<file path="config.mk">
export PLATFORM = sky130hd
export DESIGN_NAME = irrig_phase_sequencer
export DESIGN_NICKNAME = d
export VERILOG_FILES = /design/src/rtl/irrig_phase_sequencer.sv
export SDC_FILE = /design/constraint.sdc
export NUM_CORES = 1
export LEC_CHECK = 0
export BUFFER_PORTS_ARGS = -buffer_cell sky130_fd_sc_hd__buf_2
export CAP_MARGIN = 10
export CORE_MARGIN = 3
export CORE_UTILIZATION = 43
export DETAILED_ROUTE_END_ITERATION = 6
export PLACE_DENSITY = 0.86
export SYNTH_ARGS = -nofsm -noshare
export SYNTH_HDL_FRONTEND = slang
export SYNTH_SLANG_ARGS = --single-unit
</file>
<file path="constraint.sdc">
create_clock -name Ck -period 2 [get_ports Ck]
set_input_delay 0.2 -clock Ck [delete_from_list [all_inputs] [get_ports Ck]]
set_output_delay 0.2 -clock Ck [all_outputs]
set_load 0.1 [all_outputs]
</file>
<file path="src/rtl/irrig_phase_sequencer.sv">
// Irrigation phase sequencer: steps through NPH timed phases with hold, abort and repeat.
// Each phase duration is loaded from the flat Dur bus when that phase starts.
module irrig_phase_sequencer #(
  parameter int unsigned NPH = 4,
  parameter int unsigned W   = 8,
  localparam int unsigned IW = $clog2(NPH)
) (
  input  logic             Ck,
  input  logic             Clr,
  input  logic             Start,
  input  logic             Hold,
  input  logic             Abort,
  input  logic             Repeat,
  input  logic [NPH*W-1:0] Dur,
  output logic [NPH-1:0]   Phase_en,
  output logic [IW-1:0]    Phase_idx,
  output logic [W-1:0]     Remaining,
  output logic             Busy,
  output logic             Done
);

  localparam logic [1:0] IDLE  = 2'd0;
  localparam logic [1:0] RUN   = 2'd1;
  localparam logic [1:0] PAUSE = 2'd2;

  localparam logic [IW-1:0] LAST_IDX = IW'(NPH - 1);

  logic [1:0]     state;
  logic [1:0]     state_nxt;
  logic [IW-1:0]  idx_nxt;
  logic [W-1:0]   rem_nxt;
  logic           done_nxt;
  logic [NPH-1:0] en_nxt;
  logic           busy_nxt;

  // Zero-length phases still occupy one cycle so no phase is ever skipped.
  function automatic logic [W-1:0] eff_dur(input logic [NPH*W-1:0] dv,
                                           input logic [IW-1:0]    k);
    logic [W-1:0] d;
    d = dv[int'(k)*W +: W];
    return (d == '0) ? W'(1) : d;
  endfunction

  // Next-state and next-output logic.
  always_comb begin
    state_nxt = state;
    idx_nxt   = Phase_idx;
    rem_nxt   = Remaining;
    done_nxt  = 1'b0;

    case (state)
      IDLE: begin
        if (Start && !Abort) begin
          idx_nxt   = '0;
          rem_nxt   = eff_dur(Dur, '0);
          state_nxt = Hold ? PAUSE : RUN;
        end
      end
      RUN: begin
        if (Abort) begin
          state_nxt = IDLE;
          idx_nxt   = '0;
          rem_nxt   = '0;
        end else if (Hold) begin
          state_nxt = PAUSE;
        end else if (Remaining > W'(1)) begin
          rem_nxt = Remaining - W'(1);
        end else if (Phase_idx != LAST_IDX) begin
          idx_nxt = Phase_idx + IW'(1);
          rem_nxt = eff_dur(Dur, idx_nxt);
        end else begin
          // Final phase complete: pulse Done, then wrap or stop.
          done_nxt = 1'b1;
          idx_nxt  = '0;
          if (Repeat) begin
            rem_nxt = eff_dur(Dur, '0);
          end else begin
            state_nxt = IDLE;
            rem_nxt   = '0;
          end
        end
      end
      PAUSE: begin
        if (Abort) begin
          state_nxt = IDLE;
          idx_nxt   = '0;
          rem_nxt   = '0;
        end else if (!Hold) begin
          state_nxt = RUN;
        end
      end
      default: begin
        state_nxt = IDLE;
        idx_nxt   = '0;
        rem_nxt   = '0;
      end
    endcase

    en_nxt   = (state_nxt == RUN) ? (NPH'(1) << idx_nxt) : '0;
    busy_nxt = (state_nxt != IDLE);
  end

  // State and output registers.
  always_ff @(posedge Ck) begin
    if (Clr) begin
      state     <= IDLE;
      Phase_idx <= '0;
      Remaining <= '0;
      Done      <= 1'b0;
      Phase_en  <= '0;
      Busy      <= 1'b0;
    end else begin
      state     <= state_nxt;
      Phase_idx <= idx_nxt;
      Remaining <= rem_nxt;
      Done      <= done_nxt;
      Phase_en  <= en_nxt;
      Busy      <= busy_nxt;
    end
  end

endmodule

</file>
==> results.txt <==
Global routing used 24.5% of the available tracks. For this run the aggregate overflow at the end of global routing stands at 0. For this design, the sink count on the clock tree is 18.

Across the run, the number of max-cap violations was 0. After synthesis, the largest family of logic cells by area is compound AO/OA/AOI/OAI gates. The number of cells on the worst reg-to-reg path is 6, and the number of antenna cells inserted is 0.

The detailed placement HPWL is 3060 um, and the placed cell count is 238. The logs give 0 for the post-detailed-route count of antenna-violating nets and 46.8% for the initial core utilization. The number of fillers in the final layout came out at 222.

The worst hold path startpoint is Clr. The synthesized-area fraction occupied by and/or/nand/nor cells is 22.3%, and the xor/xnor cell area share of the yosys netlist is 1.31%. The flow ran to the end, but the final reports show violations. The detailed router's first-iteration violation count was 91. The power per unit of standard cell area works out to 599 nW/um2. The library cells used most frequently in the layout, excluding fill and tap cells, are 53 x sky130_fd_sc_hd__buf_2, 19 x sky130_fd_sc_hd__buf_4, 18 x sky130_fd_sc_hd__nor2_1, 10 x sky130_fd_sc_hd__nand2_1. Setup repair after global routing could not meet its margin everywhere. The largest driver fanout on the critical path was 7; the mean cell area of the mapped netlist was 8.95 um2. The run gives -71.8 ps as the post-route worst setup slack. The routed wire length per instance came out at 17.5 um. The tools report the post-synthesis sequential area ratio as 27.0%. The fraction of final layout cells sized beyond drive strength 1 is 57.1%, and the total core area is 2850 um2. The path class of the tightest hold or removal check is input pin to register.

The logs give 1330 um2 for the netlist area before placement and 968 um2 for the multi-input logic area. Library cell used as clock root buffer: sky130_fd_sc_hd__clkbuf_4. Timing analysis after detailed placement gives a worst setup slack of -106 ps. Compared with the post-synthesis result, the final layout area differs by 44.8%.

Hold repair after CTS inserted 0 buffers. Entering global routing, the biggest net connects 19 pins. The height of the chip is 61.7 um, and the via density per instance is 6.38. Yosys printed 0 warnings.

The post-synthesis adder-cell area fraction was 2.81%; the worst hold path depth was 2. In this run the critical register-to-register path is launched from Remaining[4]. The via count of the first global-routing pass was 1468; the final-layout setup total negative slack was -350 ps. Counting every net in the synthesized netlist gives 190. For this run, the detailed router's first-pass iteration total came to 4. By startpoint and endpoint, the worst setup path is classified as register to register.

Type of destination of the critical path: a register. Standby leakage power: 0.849 nW. Across the VDD grid, the largest voltage drop is 0.436 mV. Counting flops with a built-in enable in the synthesized netlist gives 0.

For hold timing, the worst endpoint is Remaining[1]. The first global-routing pass estimated 6990 um of wire. The arrival time reported for the critical path endpoint is 2260 ps, and the number of hold violations in the final report is 0. At the pin with the least slew margin, the transition time is 562 ps. The library cell used most frequently in the layout, excluding fill and tap cells, is sky130_fd_sc_hd__buf_2. For the top achievable clock speed, the log shows 483 MHz. The area enclosed by the die boundary is 3810 um2, and the final weighted congestion in routability-driven placement is 0.910.

The setup clock skew after layout is 9.88 ps, and the number of standard-cell rows in the floorplan is 19. Leaving out filler cells and counting taps, the final layout contains 250. In this run the horizontal extent of the chip is 61.7 um. Counting flops with an async set or reset pin after synthesis yields a share of 0%.

For the number of antenna violations at the first check in global routing, the log shows 0. The number of flip-flops and latches in the synthesized netlist is 18. For this run, the share of the core covered by cells in the final layout is 67.7%. Destination of the worst register-to-register timing path: Remaining[1]. Summing all flip-flop and latch instances after layout gives 393 um2. Clock insertion delay at the later pin of the skew report: 300 ps. The logs give 202 ps for the final-layout worst hold slack and 2190 ps for the required time of the critical path. The checks that failed: setup timing. Kind of start point of the critical path: a register.

The run gives 2 as the maximum root-to-sink buffer count. The tools report the max-slew violation count as 0. The total length of routed wires was 4370 um. After clock tree synthesis, the clock-pin slew on the worst setup and hold paths is 110 ps. The number of top-level pins came out at 54.

In the synthesized netlist, mux cells make up 14.3% of the area. TritonCTS built the clock tree. Dividing the final minimum period by the clock period gives 104%. Most frequently used flop master after synthesis: sky130_fd_sc_hd__dfxtp_1. The final route contains 1596 vias. Clock tree synthesis inserted a total of 3 buffers. The synthesized netlist cell count came out at 149. For this run, design rule violations remaining after detail routing come to 0.

The worst pin sits at a relative slew slack of 62.4%. The H-tree depth was 1; the unique cell type count in the Yosys netlist was 47. The register-to-register path setup slack was -70 ps. The synthesized netlist devotes 25.3% of its cell area to compound gates.

The number of nets at the end of the flow was 261; the count of port buffers added during placement was 53. The shortest period the worst path allows was 2070 ps; the total setup violations reported at the end of the flow was 9.
## metal layers
metal | global-route usage (%) | wire, um | vias up
li1 | - | - | 731
met4 | 10.6 | 165 | 0
met3 | 3.51 | 404 | 22
met1 | 33.6 | 1650 | 731
met5 | 0 | 0 | -
met2 | 38.6 | 2150 | 112
## state kept, by name (all words and copies together) (netlist names)
name and cells:
Remaining 8, Busy 1, state 2, Done 1, Phase_en 4, Phase_idx 2
## Yosys cell counts (2+ instances only)
cell type	number	area share, %
sky130_fd_sc_hd__a211oi_1	5	2.8
sky130_fd_sc_hd__a221o_1	2	1.5
sky130_fd_sc_hd__nand2_1	10	2.8
sky130_fd_sc_hd__a22oi_1	3	1.7
sky130_fd_sc_hd__buf_2	2	0.75
sky130_fd_sc_hd__a221o_2	4	3.4
sky130_fd_sc_hd__clkbuf_1	4	1.1
sky130_fd_sc_hd__buf_6	2	1.7
sky130_fd_sc_hd__nand3_1	2	0.75
sky130_fd_sc_hd__nor3_1	8	3.0
sky130_fd_sc_hd__a21oi_1	7	2.6
sky130_fd_sc_hd__a22o_1	2	1.3
sky130_fd_sc_hd__a311oi_1	2	1.3
sky130_fd_sc_hd__o21ai_0	4	1.5
sky130_fd_sc_hd__o2111ai_1	2	1.3
sky130_fd_sc_hd__nor4_1	7	3.3
sky130_fd_sc_hd__ha_1	3	2.8
sky130_fd_sc_hd__inv_1	8	2.3
sky130_fd_sc_hd__mux4_2	8	14
sky130_fd_sc_hd__nor2_1	18	5.1
sky130_fd_sc_hd__a22oi_2	3	2.8
sky130_fd_sc_hd__dfxtp_1	18	27
## kinds of logic after synthesis
logic type	after synthesis
fa+ha+maj	3
mux	9
compound gates	42
buf+inv	19
flops	18
simple gates	56
xor+xnor	2
## critical path, cell delays in order (launching register included)
cell,delay [ps]
sky130_fd_sc_hd__dfxtp_4,350
sky130_fd_sc_hd__or4_4,530
sky130_fd_sc_hd__or3_4,400
sky130_fd_sc_hd__buf_4,160
sky130_fd_sc_hd__a221o_1,270
sky130_fd_sc_hd__a22oi_2,170
sky130_fd_sc_hd__a211oi_2,90
## through the flow
step | power (W) | area (um2)
2_1_floorplan | 0.000721 | 1390
3_3_place_gp | 0.000852 | 1750
3_5_place_dp | 0.000858 | 1750
4_1_cts | 0.00112 | 1850
5_1_grt | 0.00122 | 1930
6_report | 0.00116 | 1930
## timing repair
item | CTS | global route
endpoints found under the hold margin | 0 | 0
endpoints found under the setup margin | 10 | 17
buffers inserted | 6 | 2
pin swaps | 11 | 12
gates resized for setup | 6 | 12
## layout make-up
cell class	count	area share, %
clock buffers	4	1.88
inverters	9	1.75
multi-input cells	112	50.1
flip-flops and latches	18	20.3
well taps	31	2.01
repair buffers	76	23.9
## where the power goes
| group | switching [W] | total [W] | leakage, nW | internal, W |
|---|---|---|---|---|
| Sequential | 0.0000165 | 0.000392 | 0.153 | 0.000375 |
| Combinational | 0.000332 | 0.000540 | 0.675 | 0.000209 |
| Clock | 0.000114 | 0.000225 | 0.0210 | 0.000111 |
| Total | 0.000462 | 0.00116 | 0.849 | 0.000695 |
## how the worst max path moves through the flow
stage	from	to	slack [ps]	depth (start not counted)
finish	Remaining[4]	Remaining[1]	-70	6
global route	Phase_idx[0]	Remaining[0]	-160	5
CTS	Remaining[4]	Phase_en[1]	-60	6
detailed placement	Remaining[7]	Phase_en[1]	-110	6
global placement	Remaining[7]	Phase_en[1]	-20	6
floorplan	Remaining[4]	Remaining[4]	-150	7
Power figures use the tool's default switching activity.
